**config.mk**
```make
export PLATFORM = sky130hd
export DESIGN_NAME = rand_range_gen
export DESIGN_NICKNAME = d
export VERILOG_FILES = /design/src/rtl/lfsr_pkg.sv /design/src/rtl/lfsr_core.sv /design/src/rtl/rand_range_gen.sv
export SDC_FILE = /design/constraint.sdc
export NUM_CORES = 1
export LEC_CHECK = 0
export ABC_CLOCK_PERIOD_IN_PS = 4400
export CORE_MARGIN = 5
export CORE_UTILIZATION = 45
export DETAILED_ROUTE_END_ITERATION = 6
export PLACE_DENSITY = 0.73
export SYNTH_ARGS = -nofsm -noshare
export SYNTH_HDL_FRONTEND = slang
export SYNTH_SLANG_ARGS = --single-unit
export TNS_END_PERCENT = 20
```
**constraint.sdc**
```tcl
create_clock -name clk -period 4.4 [get_ports clk]
set_clock_uncertainty 0.1 [all_clocks]
set_input_delay 0.88 -clock clk [delete_from_list [all_inputs] [get_ports clk]]
set_output_delay 0.88 -clock clk [all_outputs]
set_load 0.01 [all_outputs]
```
**src/rtl/lfsr_pkg.sv**
```systemverilog
// Shared LFSR definitions.
//   lfsr_default_taps(width) : maximal-length XNOR tap mask for widths 3..32
//                              (bit i set => q[i] feeds the XNOR), '0 otherwise
//   REJ_CNT_W                : width of the saturating reject counter
//   fsm_state_e              : output-slot state (EMPTY / FULL)
package lfsr_pkg;

  localparam int unsigned REJ_CNT_W = 16;

  typedef enum logic {
    S_EMPTY,
    S_FULL
  } fsm_state_e;

  function automatic logic [31:0] lfsr_default_taps(input int unsigned width);
    logic [31:0] t;
    case (width)
      3:       t = 32'h0000_0006;
      4:       t = 32'h0000_000C;
      5:       t = 32'h0000_0014;
      6:       t = 32'h0000_0030;
      7:       t = 32'h0000_0060;
      8:       t = 32'h0000_00B8;
      9:       t = 32'h0000_0110;
      10:      t = 32'h0000_0240;
      11:      t = 32'h0000_0500;
      12:      t = 32'h0000_0829;
      13:      t = 32'h0000_100D;
      14:      t = 32'h0000_2015;
      15:      t = 32'h0000_6000;
      16:      t = 32'h0000_D008;
      17:      t = 32'h0001_2000;
      18:      t = 32'h0002_0400;
      19:      t = 32'h0004_0023;
      20:      t = 32'h0009_0000;
      21:      t = 32'h0014_0000;
      22:      t = 32'h0030_0000;
      23:      t = 32'h0042_0000;
      24:      t = 32'h00E1_0000;
      25:      t = 32'h0120_0000;
      26:      t = 32'h0200_0023;
      27:      t = 32'h0400_0013;
      28:      t = 32'h0900_0000;
      29:      t = 32'h1400_0000;
      30:      t = 32'h2000_0029;
      31:      t = 32'h4800_0000;
      32:      t = 32'h8020_0003;
      default: t = '0;
    endcase
    return t;
  endfunction

endpackage

```
**src/rtl/lfsr_core.sv**
```systemverilog
// Fibonacci XNOR LFSR with synchronous load.
//   clk, reset : clock, synchronous active-high reset (state -> 0)
//   en         : step enable
//   load       : load load_val (priority over en); all-ones is replaced by 0
//   load_val   : seed value
//   q          : current LFSR state
module lfsr_core
  import lfsr_pkg::*;
#(
  parameter int unsigned      WIDTH = 9,
  parameter logic [WIDTH-1:0] TAPS  = WIDTH'(lfsr_default_taps(WIDTH))
) (
  input  logic             clk,
  input  logic             reset,
  input  logic             en,
  input  logic             load,
  input  logic [WIDTH-1:0] load_val,
  output logic [WIDTH-1:0] q
);

  logic [WIDTH-1:0] q_q, q_d;

  // All-ones is the XNOR lock-up state, so it must never be loaded.
  always_comb begin
    q_d = q_q;
    if (load) begin
      q_d = (load_val == '1) ? '0 : load_val;
    end else if (en) begin
      q_d = {q_q[WIDTH-2:0], ~^(q_q & TAPS)};
    end
  end

  always_ff @(posedge clk) begin
    if (reset) begin
      q_q <= '0;
    end else begin
      q_q <= q_d;
    end
  end

  assign q = q_q;

endmodule

```
**src/rtl/rand_range_gen.sv**
```systemverilog
// Uniform pseudo-random source in [0, MAX] on a valid/ready stream.
// Out-of-range LFSR states are rejected and counted (saturating).
//   clk, reset : clock, synchronous active-high reset
//   en         : advance enable; low freezes LFSR and counter
//   seed_load  : load seed into the LFSR, drop any pending value
//   seed       : seed value
//   out_valid  : out_data holds an unconsumed value
//   out_ready  : consumer accepts when out_valid && out_ready
//   out_data   : random value, <= MAX while out_valid
//   reject_cnt : saturating count of rejected candidates
module rand_range_gen
  import lfsr_pkg::*;
#(
  parameter int unsigned      WIDTH = 9,
  parameter logic [WIDTH-1:0] TAPS  = WIDTH'(lfsr_default_taps(WIDTH)),
  parameter int unsigned      MAX   = 472
) (
  input  logic                 clk,
  input  logic                 reset,
  input  logic                 en,
  input  logic                 seed_load,
  input  logic [WIDTH-1:0]     seed,
  output logic                 out_valid,
  input  logic                 out_ready,
  output logic [WIDTH-1:0]     out_data,
  output logic [REJ_CNT_W-1:0] reject_cnt
);

  localparam longint unsigned MAX_L = MAX;
  localparam logic [WIDTH-1:0] MAX_W = WIDTH'(MAX);

  if (WIDTH < 3 || WIDTH > 32) begin : g_bad_width
    $error("rand_range_gen: WIDTH must be in 3..32");
  end
  if (!(((64'd1 << (WIDTH - 1)) <= MAX_L) && (MAX_L < (64'd1 << WIDTH)))) begin : g_bad_max
    $error("rand_range_gen: MAX must satisfy 2^(WIDTH-1) <= MAX < 2^WIDTH");
  end
  // A maximal polynomial taps the top bit and has an even tap count.
  if (TAPS[WIDTH-1] != 1'b1 || ($countones(TAPS) % 2) != 0) begin : g_bad_taps
    $error("rand_range_gen: TAPS cannot be maximal-length for WIDTH");
  end

  logic [WIDTH-1:0]     cand;
  fsm_state_e           state_q, state_d;
  logic [WIDTH-1:0]     data_q, data_d;
  logic [REJ_CNT_W-1:0] rej_cnt_q, rej_cnt_d;
  logic                 accept, slot_open;

  lfsr_core #(
    .WIDTH (WIDTH),
    .TAPS  (TAPS)
  ) u_lfsr (
    .clk      (clk),
    .reset    (reset),
    .en       (en),
    .load     (seed_load),
    .load_val (seed),
    .q        (cand)
  );

  assign accept    = (state_q == S_FULL) && out_ready;
  assign slot_open = (state_q == S_EMPTY) || out_ready;

  always_comb begin
    state_d   = state_q;
    data_d    = data_q;
    rej_cnt_d = rej_cnt_q;
    if (seed_load) begin
      state_d = S_EMPTY;
    end else if (!en) begin
      if (accept) begin
        state_d = S_EMPTY;
      end
    end else if (slot_open) begin
      if (cand <= MAX_W) begin
        state_d = S_FULL;
        data_d  = cand;
      end else begin
        state_d = S_EMPTY;
        if (rej_cnt_q != '1) begin
          rej_cnt_d = rej_cnt_q + REJ_CNT_W'(1);
        end
      end
    end
  end

  always_ff @(posedge clk) begin
    if (reset) begin
      state_q   <= S_EMPTY;
      data_q    <= '0;
      rej_cnt_q <= '0;
    end else begin
      state_q   <= state_d;
      data_q    <= data_d;
      rej_cnt_q <= rej_cnt_d;
    end
  end

  assign out_valid  = (state_q == S_FULL);
  assign out_data   = data_q;
  assign reject_cnt = rej_cnt_q;

endmodule
```
* After elaboration in Yosys (flattened, before gate mapping)
Index checks and enable logic that the tools add are counted.
** Operators by class
- $add $sub $neg :: 1
- Magnitude comparators :: 1
- Equality and inequality tests :: 3
- Multiplexer cells :: 7
- Bitwise logic cells :: 3
- Reductions and logical operators :: 9
** Operators with widths (count)
- $mux W9 :: 3
- $add A16 B1 Y16 const B :: 1
- $ne A16 B16 Y1 const B :: 1
- $eq A9 B9 Y1 const B :: 1
- $le A9 B9 Y1 const B :: 1
- $reduce_xnor A9 Y1 :: 1
- $reduce_and A5 Y1 :: 1
- $mux W1 :: 4
- $reduce_and A4 Y1 :: 1
- $reduce_bool A2 Y1 :: 2
- $not A1 Y1 :: 3
- $ne A2 B1 Y1 const B :: 1
- $reduce_and A2 Y1 :: 1
- $reduce_or A2 Y1 :: 1
- $logic_and A1 B1 Y1 :: 1
- $logic_or A1 B1 Y1 :: 1
** Storage, ports and cells
- Bits in registers :: 35
- Bits of input ports :: 14
- Output and inout port bits :: 26
- Logic and storage cells :: 28

* Longest topological paths before layout
Gate-level depths: netlist of the first run.
- Depth after elaboration :: 4
- Gate-level depth with buffers :: 7

* Hierarchy
From an unflattened synthesis of the first run, not the netlist that was laid out.
** Second synthesis, totals
- Cell total of the unflattened synthesis :: 174
- Area, all modules :: 1639.1 um^2
** By module, submodules not included
- rand_range_gen :: instances 1, cells each 132, area an instance 1179.9 um^2, sequential area each 520.5 um^2
- lfsr_core :: instances 1, cells each 42, area an instance 459.2 um^2, sequential area each 180.2 um^2

* Least setup slack after synthesis of the first run
Ideal clock, no wire load.
- Kind :: input to register
- Start point :: in seed_load
- End point :: reg rej_cnt_q[9], in the netlist reject_cnt[9]
- Library setup time :: 123 ps
- Arrival time :: 2238 ps
- Slack :: 1939 ps
- Stages :: 5
- Cells stage by stage :: or3b_1 > buf_6 > a211oi_4 > nand4_1 > mux2_1
** Between the ends
- Cells in the longest elaborated chain, start to end :: 2
** Ends and longest elaborated chain
- start, declared :: line rand_range_gen.sv:21 : input logic seed_load,
- $not A1 Y1 (no line)
- $reduce_and A5 Y1 (no line)
- end signal, assigned :: line rand_range_gen.sv:95 : rej_cnt_q <= rej_cnt_d;
- end, declared :: line rand_range_gen.sv:46 : logic [REJ_CNT_W-1:0] rej_cnt_q, rej_cnt_d;
Every way passes these cells.
A chain may end at the register's enable or synchronous reset.

* Worst setup path after layout of the first run
- Start point :: in seed_load
- End point :: reg rej_cnt_q[11], in the netlist reject_cnt[11]
The elaborated chain is that of the path after synthesis.

==> results.py, run 1 <==
metrics = {
    "outcome": {
        "status": "finished clean",
    },
    "power_and_ir_drop": {
        "power_density_nw_per_um2": 287.9,
        "ir_drop_uv": 211.2,
        "power_leakage_uw": 0.0008234,
    },
    "synthesis": {
        "ys_seq_elements": 35,
        "synth.area.top_cells": "dfxtp_1, mux2i_1, nor2_1, a21oi_1, xnor2_1",
        "syn_area_um2": 1713,
        "ys_async_sr_fraction": 0,
        "yosys.cell_types.count": 42,
        "yosysMostFrequentCell": "nor2_1",
        "yosysSeqAreaShare": 0.4091,
        "post-synth-top-area-fraction": 0.4091,
        "synth_common_cells": "nor2_1, dfxtp_1, mux2i_1, a21oi_1, nand3_1",
        "synth.avg_cell_area_um2": 9.259,
        "synthFlopType": "dfxtp_1",
        "syn_inst": 185,
        "yosys.area.top_type": "dfxtp_1",
        "synth_warnings": 0,
        "syn_nets": 200,
        "synth_edf_count": 0,
    },
    "detailed_routing": {
        "wl_met3_um": 151,
        "wirelength_um": 3668,
        "ant_nets": 0,
        "route.detailed.drc": 0,
        "wl_met2_um": 1621,
        "met1Wirelength_um": 1821,
        "wl_per_cell_um": 13.39,
        "drt_first_pass_iters": 4,
        "post_drt_via_cell_ratio": 5.248,
        "drtIter0Drc": 105,
        "highest-signal-layer": "met4",
        "vias": 1438,
    },
    "placed_design": {
        "placed_area_um2": 2140,
        "placedCellCount": 266,
        "hpwl_um": 2702,
        "io_buffer_count": 39,
        "gp_congestion": 0.7903,
    },
    "floorplan": {
        "start_util": 0.4679,
        "core_um2": 3661,
        "die_area_um2": 5140,
        "io-pin-count": 40,
        "die_h_um": 71.70,
        "rows": 22,
        "dieWidth_um": 71.70,
    },
    "sta": {
        "whs_ps": 364.1,
        "finalSetupTns_ps": 0,
        "timing.final.crit_share": 0.7042,
        "tightest_slew_ps": 1019,
        "slew_headroom": 0.3186,
        "hold_viol": 0,
        "finalCriticalPeriod_ps": 3098,
        "drv_slew": 0,
        "setup_viol": 0,
        "rsz0062_at_grt": "no",
        "clock.fmax_ghz": 0.3228,
    },
    "cts": {
        "cts.repair.resized": 0,
        "cts_buffers": 5,
        "htreeDepth": 2,
        "cts.clk_slew.worst_paths_ps": 70,
        "clock-sinks": 35,
        "cts_setup_buffers": 0,
        "ctsHoldBuffers": 0,
        "cts_buffer_depth": 2,
        "cts_tree": "built",
        "cts-root-buf": "clkbuf_8",
        "clock_latency_ps": 280,
    },
    "finish": {
        "antenna_cells": 0,
        "stdcell_count": 274,
        "regArea_um2": 700.7,
        "nFillCells": 325,
        "multi_input_area_um2": 958.4,
        "syn2layout_area_growth_pct": 30.75,
        "layout-drive-gt1-share": 0.1018,
        "design_area_um2": 2240,
        "nets": 240,
    },
    "grt": {
        "gr-total-overflow": 0,
        "grt_max_degree": 31,
        "first_global_vias": 1378,
        "grt_pass1_wl_um": 6272,
        "track_usage": 0.1521,
        "antenna_found_initial": 0,
    },
    "worst_setup_path": {
        "reg2reg_depth": 6,
        "reg2reg_from": "reject_cnt[0]",
        "crit_type": "primary input to flop",
        "critPathLaunch": "seed_load",
        "cp.arrival_ps": 3180,
        "reg2reg_slack_ps": 2150,
        "worstSetupEndpointType": "flop",
        "regToRegEndpoint": "reject_cnt[12]",
        "worstPathRequired_ps": 4480,
        "worstPathMaxFanout": 13,
        "cp-start-kind": "primary input",
        "crit_path_end": "reject_cnt[11]",
    },
    "run": {
        "maxCapViolCount": 0,
    },
    "min_path": {
        "hp-class": "flop to flop",
    },
}
==> report_power, final <==
group	switching, uW	internal, uW	leakage, uW	total (uW)
clock network	110	143	0.0000515	253
registers	8.22	325	0.000284	333
logic	28.5	30.9	0.000488	59.3
==> worst min path at each step <==
stage | startpoint | endpoint | cells past startpoint
2_1_floorplan | out_data[6] | out_data[6] | 2
3_3_place_gp | out_data[6] | out_data[6] | 2
3_5_place_dp | out_data[6] | out_data[6] | 2
4_1_cts | out_data[6] | out_data[6] | 2
5_1_grt | out_data[6] | out_data[6] | 2
6_report | out_data[6] | out_data[6] | 2
==> kinds of logic (layout without fill, tap and decap cells) <==
| group | Yosys count | after routing | synth area share |
|---|---|---|---|
| xor gates and xnor gates | 6 | 6 | 0.03068 |
| DFF | 35 | 35 | 0.4091 |
| buffers and inverters | 12 | 53 | 0.03140 |
| and+or+nand+nor | 80 | 80 | 0.2418 |
| adders and majority gates | 1 | 1 | 0.007303 |
| AOI/OAI and AO/OA | 30 | 30 | 0.1527 |
| muxes | 21 | 21 | 0.1271 |
==> cells in the final DEF, fill, tap and decap left out, drive strengths merged, types with 2 or more instances in the layout <==
| master | n |
|---|---|
| nand2b | 3 |
| nor2 | 46 |
| a2111oi | 3 |
| mux2i | 18 |
| clkdlybuf4s50 | 39 |
| mux2 | 3 |
| a21oi | 13 |
| inv | 4 |
| a31o | 3 |
| dfxtp | 35 |
| xnor2 | 6 |
| a211oi | 3 |
| clkbuf | 8 |
| nor2b | 4 |
| nand4 | 5 |
| nand3 | 8 |
| nand2 | 3 |
| nor3 | 3 |
| buf | 2 |
| nor4 | 2 |
==> per-stage QoR <==
stage | power [uW] | util | setup WS [ps]
floorplan | 373.3 | - | 1939
global placement | 398.7 | 0.5844 | 1047
detailed placement | 399.5 | 0.5844 | 999.9
CTS | 649.8 | 0.6118 | 1301
global route | 672.9 | 0.6118 | 1134
finish | 644.7 | 0.6118 | 1302
==> metal layers <==
| layer | GRT usage | vias up |
|---|---|---|
| li1 | - | 735 |
| met1 | 0.2070 | 667 |
| met2 | 0.2255 | 30 |
| met3 | 0.03366 | 6 |
| met4 | 0.07516 | 0 |
| met5 | 0 | - |
==> registers in the layout, indices dropped and copies added, names as in the netlist <==
name and flops:
reject_cnt 16, out_data 9, u_lfsr.q 9, out_valid 1
==> area by class of cell <==
cell class              instances  area share
inverters                       4    0.006704
well taps                      48     0.02682
multi-input cells             138      0.4279
flip-flops and latches         35      0.3128
clock buffers                   8     0.04469
repair buffers                 41      0.1810
==> critical path, stage by stage <==
cell and delay (ps):
clkdlybuf4s50_1 610, or3b_1 650, a211oi_4 520, nand4_1 180, mux2_1 330
(Power assumes the default switching activity.)
==> run 2, diff against run 1 <==
ABC_CLOCK_PERIOD_IN_PS = 2800   (was 4400)
CORE_UTILIZATION = 44   (was 45)
PLACE_DENSITY = 0.75   (was 0.73)
clock period = 2.8 ns   (was 4.4 ns; I/O delays follow)
==> run 2 against run 1 <==
Effect of this change: first-iteration DRC count fell by 31%; register-to-register slack got worse by 1500 ps; clock-buffer cell count fell by 2; routed wire length fell by 2.8%; worst setup slack got worse by 1000 ps; flip-flop and latch count did not move; combinational power rose by 60%; sequential share of layout area fell by 0.45 points; utilization barely moved; critical path depth rose by 2; hold slack improved by 1.5 ps.
==> results.py, run 2 (same netlist as run 1, synthesis figures left out) <==
metrics = {
    "outcome": {
        "status": "finished clean",
    },
    "cts": {
        "cts_buffers": 5,
        "cts-root-buf": "clkbuf_8",
        "ctsHoldBuffers": 0,
        "cts_setup_buffers": 0,
        "cts_buffer_depth": 2,
        "cts_tree": "built",
        "clock-sinks": 35,
        "cts.clk_slew.worst_paths_ps": 60,
        "htreeDepth": 2,
        "clock_latency_ps": 280,
        "cts.repair.resized": 0,
    },
    "finish": {
        "syn2layout_area_growth_pct": 32.65,
        "layout-drive-gt1-share": 0.1255,
        "largest_register_ffs": 16,
        "stdcell_count": 279,
        "antenna_cells": 0,
        "final_util": 0.6114,
        "nets": 246,
        "final_common_cell": "nor2_1",
        "design_area_um2": 2272,
        "final_cell_mix": "nor2_1, clkdlybuf4s50_1, dfxtp_1",
    },
    "worst_setup_path": {
        "crit_type": "primary input to flop",
        "crit_buf_inv": 2,
        "cp.arrival_ps": 2540,
        "crit_path_max_incr_delay_ps": 540,
        "cp_slowest_cell": "a2111oi_0",
        "worstSetupEndpointType": "flop",
        "crit_family": "buffers and inverters",
        "reg2reg_depth": 6,
        "cp.depth": 7,
        "worstPathRequired_ps": 2850,
        "worstPathMaxFanout": 8,
        "path_cells": "clkdlybuf4s50_1 -> nor2b_4 -> or3b_1 -> a2111oi_0 -> buf_4 -> xnor2_1 -> nor2_1",
        "cp-start-kind": "primary input",
    },
    "floorplan": {
        "rows": 22,
        "core_um2": 3716,
        "start_util": 0.4609,
        "die_h_um": 72.40,
        "dieWidth_um": 72.40,
        "io-pin-count": 40,
        "die_area_um2": 5241,
    },
    "placed_design": {
        "placed_area_um2": 2185,
        "gp_congestion": 0.8234,
        "io_buffer_count": 39,
        "hpwl_um": 2694,
        "placedCellCount": 272,
        "dp_slack_ps": -11.75,
    },
    "sta": {
        "finalSetupTns_ps": 0,
        "finalCriticalPeriod_ps": 2499,
        "setup_viol": 0,
        "drv_slew": 0,
        "slew_headroom": 0.5611,
        "timing.final.crit_share": 0.8926,
        "clock.fmax_ghz": 0.4001,
        "layout_setup_ws_ps": 300.6,
        "tightest_slew_ps": 656.3,
        "rsz0062_at_grt": "no",
        "hold_viol": 0,
    },
    "detailed_routing": {
        "wl_met2_um": 1545,
        "drtIter0Drc": 72,
        "post_drt_via_cell_ratio": 5.272,
        "vias": 1471,
        "wl_per_cell_um": 12.78,
        "wl_met3_um": 220,
        "highest-signal-layer": "met4",
        "drt_first_pass_iters": 4,
        "ant_nets": 0,
        "route.detailed.drc": 0,
        "wirelength_um": 3565,
        "met1Wirelength_um": 1736,
    },
    "min_path": {
        "hp-class": "flop to flop",
        "worstHoldPathCells": 2,
    },
    "run": {
        "maxCapViolCount": 0,
    },
    "power_and_ir_drop": {
        "power_leakage_uw": 0.0008504,
        "power_density_nw_per_um2": 429.0,
        "ir_drop_uv": 302.9,
    },
    "grt": {
        "gr-total-overflow": 0,
        "first_global_vias": 1324,
        "track_usage": 0.1453,
        "antenna_found_initial": 0,
        "grt_max_degree": 21,
        "grt_pass1_wl_um": 6141,
    },
}
run 2: changes by cell type in the layout (fill, tap and decap cells not counted), sizes merged:
cell	before	now
buf	2	8
clkinv	0	1
clkbuf	8	6
run 2: layer usage:
metal,track usage,vias up
li1,-,753
met3,0.03047,7
met5,0,-
met2,0.2053,46
met4,0.06148,0
met1,0.2120,665
run 2: path summary, 6_finish.rpt:
kind | startpoint | slack, ps | endpoint
min reg2reg | out_data[6] | 370 | out_data[6]
min | out_data[6] | 370 | out_data[6]
max | out_ready | 300 | reject_cnt[5]
max reg2reg | reject_cnt[0] | 640 | reject_cnt[12]
run 2: where the power goes:
group | switching, uW | leakage [uW] | internal [uW]
clock network | 164 | 0.0000470 | 193
registers | 13.0 | 0.000284 | 510
logic | 44.5 | 0.000519 | 50.2
total | 222 | 0.000850 | 753
run 2: layout make-up:
type                    count  area, um^2
fillers                   330        1444
multi-input cells         138       958.4
flip-flops and latches     35       700.7
repair buffers             47       450.4
clock buffers               6       82.58
well taps                  48       60.06
inverters                   4       15.01
clock inverters             1       5.005
run 2: stage by stage:
| step | total power (uW) | hold WS, ps |
|---|---|---|
| floorplan | 586.5 | 374.5 |
| global placement | 628.2 | 348.2 |
| detailed placement | 629.0 | 353.4 |
| CTS | 984.6 | 363.2 |
| global route | 1013 | 371.3 |
| finish | 974.8 | 365.6 |
run 2: worst register-to-register path, stage by stage, from the launching register on:
cell     delay, ps
dfxtp_1        430
ha_1           220
nand3_1        170
or3_4          390
nor4_4         300
nand3_1        130
mux2_4         310
==> run 3, diff against run 2 <==
ABC_AREA = 1   (was not set)
CORE_UTILIZATION = 45   (was 44)
PLACE_DENSITY = 0.74   (was 0.75)
==> run 3 against run 2 <==
Effect of this change: area after synthesis is 13% higher; sequential share of layout area decreased by 1.9 points; via count increased by 23%; cell count grew 27%; clock power increased by 3%; flip-flop and latch count stayed put; largest power group unchanged.
==> results.py, run 3 <==
metrics = {
    "synthesis": {
        "muxShareOfSynthArea": 0,
        "yosysSeqAreaShare": 0.3622,
        "ys_seq_elements": 35,
        "syn_area_um2": 1934,
        "synth_fa_ha_area_frac": 0.006468,
        "syn_nets": 280,
        "synth_compound_area_frac": 0.1850,
        "synth_top_family_by_area": "simple AND/OR/NAND/NOR gates",
        "synth_warnings": 0,
        "synth.area.top_cells": "dfxtp_1, nand2_1, nor2_1, o21ai_0, a21oi_2",
        "synthFlopType": "dfxtp_1",
        "yosys.area.top_type": "dfxtp_1",
        "syn_inst": 265,
        "synth_common_cells": "nand2_1, nor2_1, dfxtp_1, inv_1, o21ai_0",
        "yosys.area_share.simple": 0.3299,
        "yosysMostFrequentCell": "nand2_1",
        "post-synth-top-area-fraction": 0.3622,
        "ys_async_sr_fraction": 0,
        "yosys.cell_types.count": 34,
        "synth_edf_count": 0,
        "synth.avg_cell_area_um2": 7.299,
        "synthXorXnorAreaFrac": 0.03622,
    },
    "placed_design": {
        "placedCellCount": 347,
        "hpwl_um": 3228,
        "placed_area_um2": 2330,
        "io_buffer_count": 39,
        "gp_congestion": 0.8885,
    },
    "power_and_ir_drop": {
        "power_density_nw_per_um2": 414.5,
        "ir_drop_uv": 215.4,
        "power_leakage_uw": 0.0008852,
    },
    "cts": {
        "cts.repair.resized": 0,
        "cts.clk_slew.worst_paths_ps": 70,
        "cts_buffers": 5,
        "cts_tree": "built",
        "htreeDepth": 2,
        "clock_latency_ps": 280,
        "cts-root-buf": "clkbuf_8",
        "cts_buffer_depth": 2,
        "cts_setup_buffers": 0,
        "clock-sinks": 35,
        "ctsHoldBuffers": 0,
    },
    "run": {
        "maxCapViolCount": 0,
    },
    "grt": {
        "track_usage": 0.1602,
        "grt_pass1_wl_um": 7024,
        "gr-total-overflow": 0,
        "grt_max_degree": 25,
        "first_global_vias": 1531,
        "antenna_found_initial": 0,
    },
    "worst_setup_path": {
        "crit_type": "primary input to flop",
        "crit_path_end": "reject_cnt[8]",
        "regToRegEndpoint": "reject_cnt[1]",
        "crit_buf_inv": 1,
        "cp-start-kind": "primary input",
        "cp.arrival_ps": 2230,
        "crit_family": "simple AND/OR/NAND/NOR gates",
        "worstPathRequired_ps": 2910,
        "crit_path_max_incr_delay_ps": 520,
        "reg2reg_slack_ps": 1010,
        "cp_slowest_cell": "clkdlybuf4s50_1",
        "worstPathMaxFanout": 17,
        "critPathLaunch": "en",
        "cp.depth": 7,
        "worstSetupEndpointType": "flop",
        "reg2reg_depth": 8,
        "path_cells": "clkdlybuf4s50_1 -> nand2_2 -> nor2_4 -> nand3_4 -> nor2_8 -> nand2_1 -> a21oi_1",
        "reg2reg_from": "reject_cnt[0]",
    },
    "finish": {
        "final_common_cell": "nand2_1",
        "syn2layout_area_growth_pct": 24.97,
        "final_cell_mix": "nand2_1, nor2_1, clkdlybuf4s50_1",
        "largest_register_ffs": 16,
        "design_area_um2": 2417,
        "layout-drive-gt1-share": 0.1480,
        "nets": 319,
        "antenna_cells": 0,
        "stdcell_count": 354,
        "final_util": 0.5915,
    },
    "outcome": {
        "status": "finished clean",
    },
    "floorplan": {
        "die_area_um2": 5710,
        "rows": 23,
        "dieWidth_um": 75.57,
        "io-pin-count": 40,
        "start_util": 0.4734,
        "core_um2": 4086,
        "die_h_um": 75.57,
    },
    "min_path": {
        "hp-class": "flop to flop",
        "min-delay-start": "out_data[6]",
    },
    "detailed_routing": {
        "wirelength_um": 4372,
        "drtIter0Drc": 186,
        "post_drt_via_cell_ratio": 5.116,
        "ant_nets": 0,
        "route.detailed.drc": 0,
        "drt_first_pass_iters": 4,
        "wl_per_cell_um": 12.35,
        "vias": 1811,
    },
    "sta": {
        "rsz0062_at_grt": "no",
        "whs_ps": 375.1,
        "finalCriticalPeriod_ps": 2124,
        "hold_viol": 0,
        "drv_slew": 0,
        "timing.final.crit_share": 0.7587,
        "clock.fmax_ghz": 0.4707,
        "slew_headroom": 0.7848,
        "setup_viol": 0,
        "tightest_slew_ps": 322.8,
        "finalSetupTns_ps": 0,
    },
}
## run 3: changes by cell type in the layout (fill, tap and decap cells not counted), moves of 6 or more
cell / delta
a21oi_2: +9
a31oi_1: +8
buf_4: -6
inv_1: +13
mux2i_1: -18
nand2_1: +48
nand2_2: +10
o21ai_0: +17
o21ai_1: +11
o22ai_1: +7
## run 3: final cells by class
class	count	area [um^2]
clock buffer	6	82.58
clock inverter	1	5.005
fill	407	1669
inverter	22	82.58
multi-input combinational	199	1079
sequential	35	700.7
tap	50	62.56
timing repair buffer	41	405.4
## run 3: through the flow
step	worst slack, ps	total power, uW
2_1_floorplan	1153	594.4
3_3_place_gp	478.8	643.5
3_5_place_dp	402.6	643.9
4_1_cts	686.0	1006
5_1_grt	560.1	1045
6_report	675.6	1002
## run 3: how the worst min path moves through the flow
stage / endpoint / depth (start not counted)
finish: out_data[6] / 2
floorplan: out_data[6] / 2
detailed placement: out_data[6] / 2
CTS: out_data[6] / 2
global route: out_data[1] / 2
global placement: out_data[6] / 2
## run 3: power breakdown
part / internal (uW) / switching (uW)
logic: 51.8 / 56.6
registers: 514 / 10.5
clock network: 193 / 176
total: 759 / 243
## run 3: cell families after synthesis
kind of cell	after synthesis
AO/OA/AOI/OAI	61
adder cells (fa/ha/maj)	1
flip-flops	35
AND/OR/NAND/NOR	129
XOR/XNOR	8
buffers and inverters	31
## run 3: layer usage
layer  GRT usage  up-vias  share of wire
met2      0.2445       55           0.44
met4     0.05243        0          0.014
met5           0        -              0
li1            -      945              -
met1      0.2242      804           0.48
met3     0.03562        7          0.061
## run 3: worst register-to-register path, cell delays in order (launching register included)
cell and delay [ps]:
dfxtp_1 430, ha_1 240, nand3_2 130, inv_2 120, nand2_4 70, nor2_8 260, nor2_8 140, o21ai_1 140
nor2_1 40
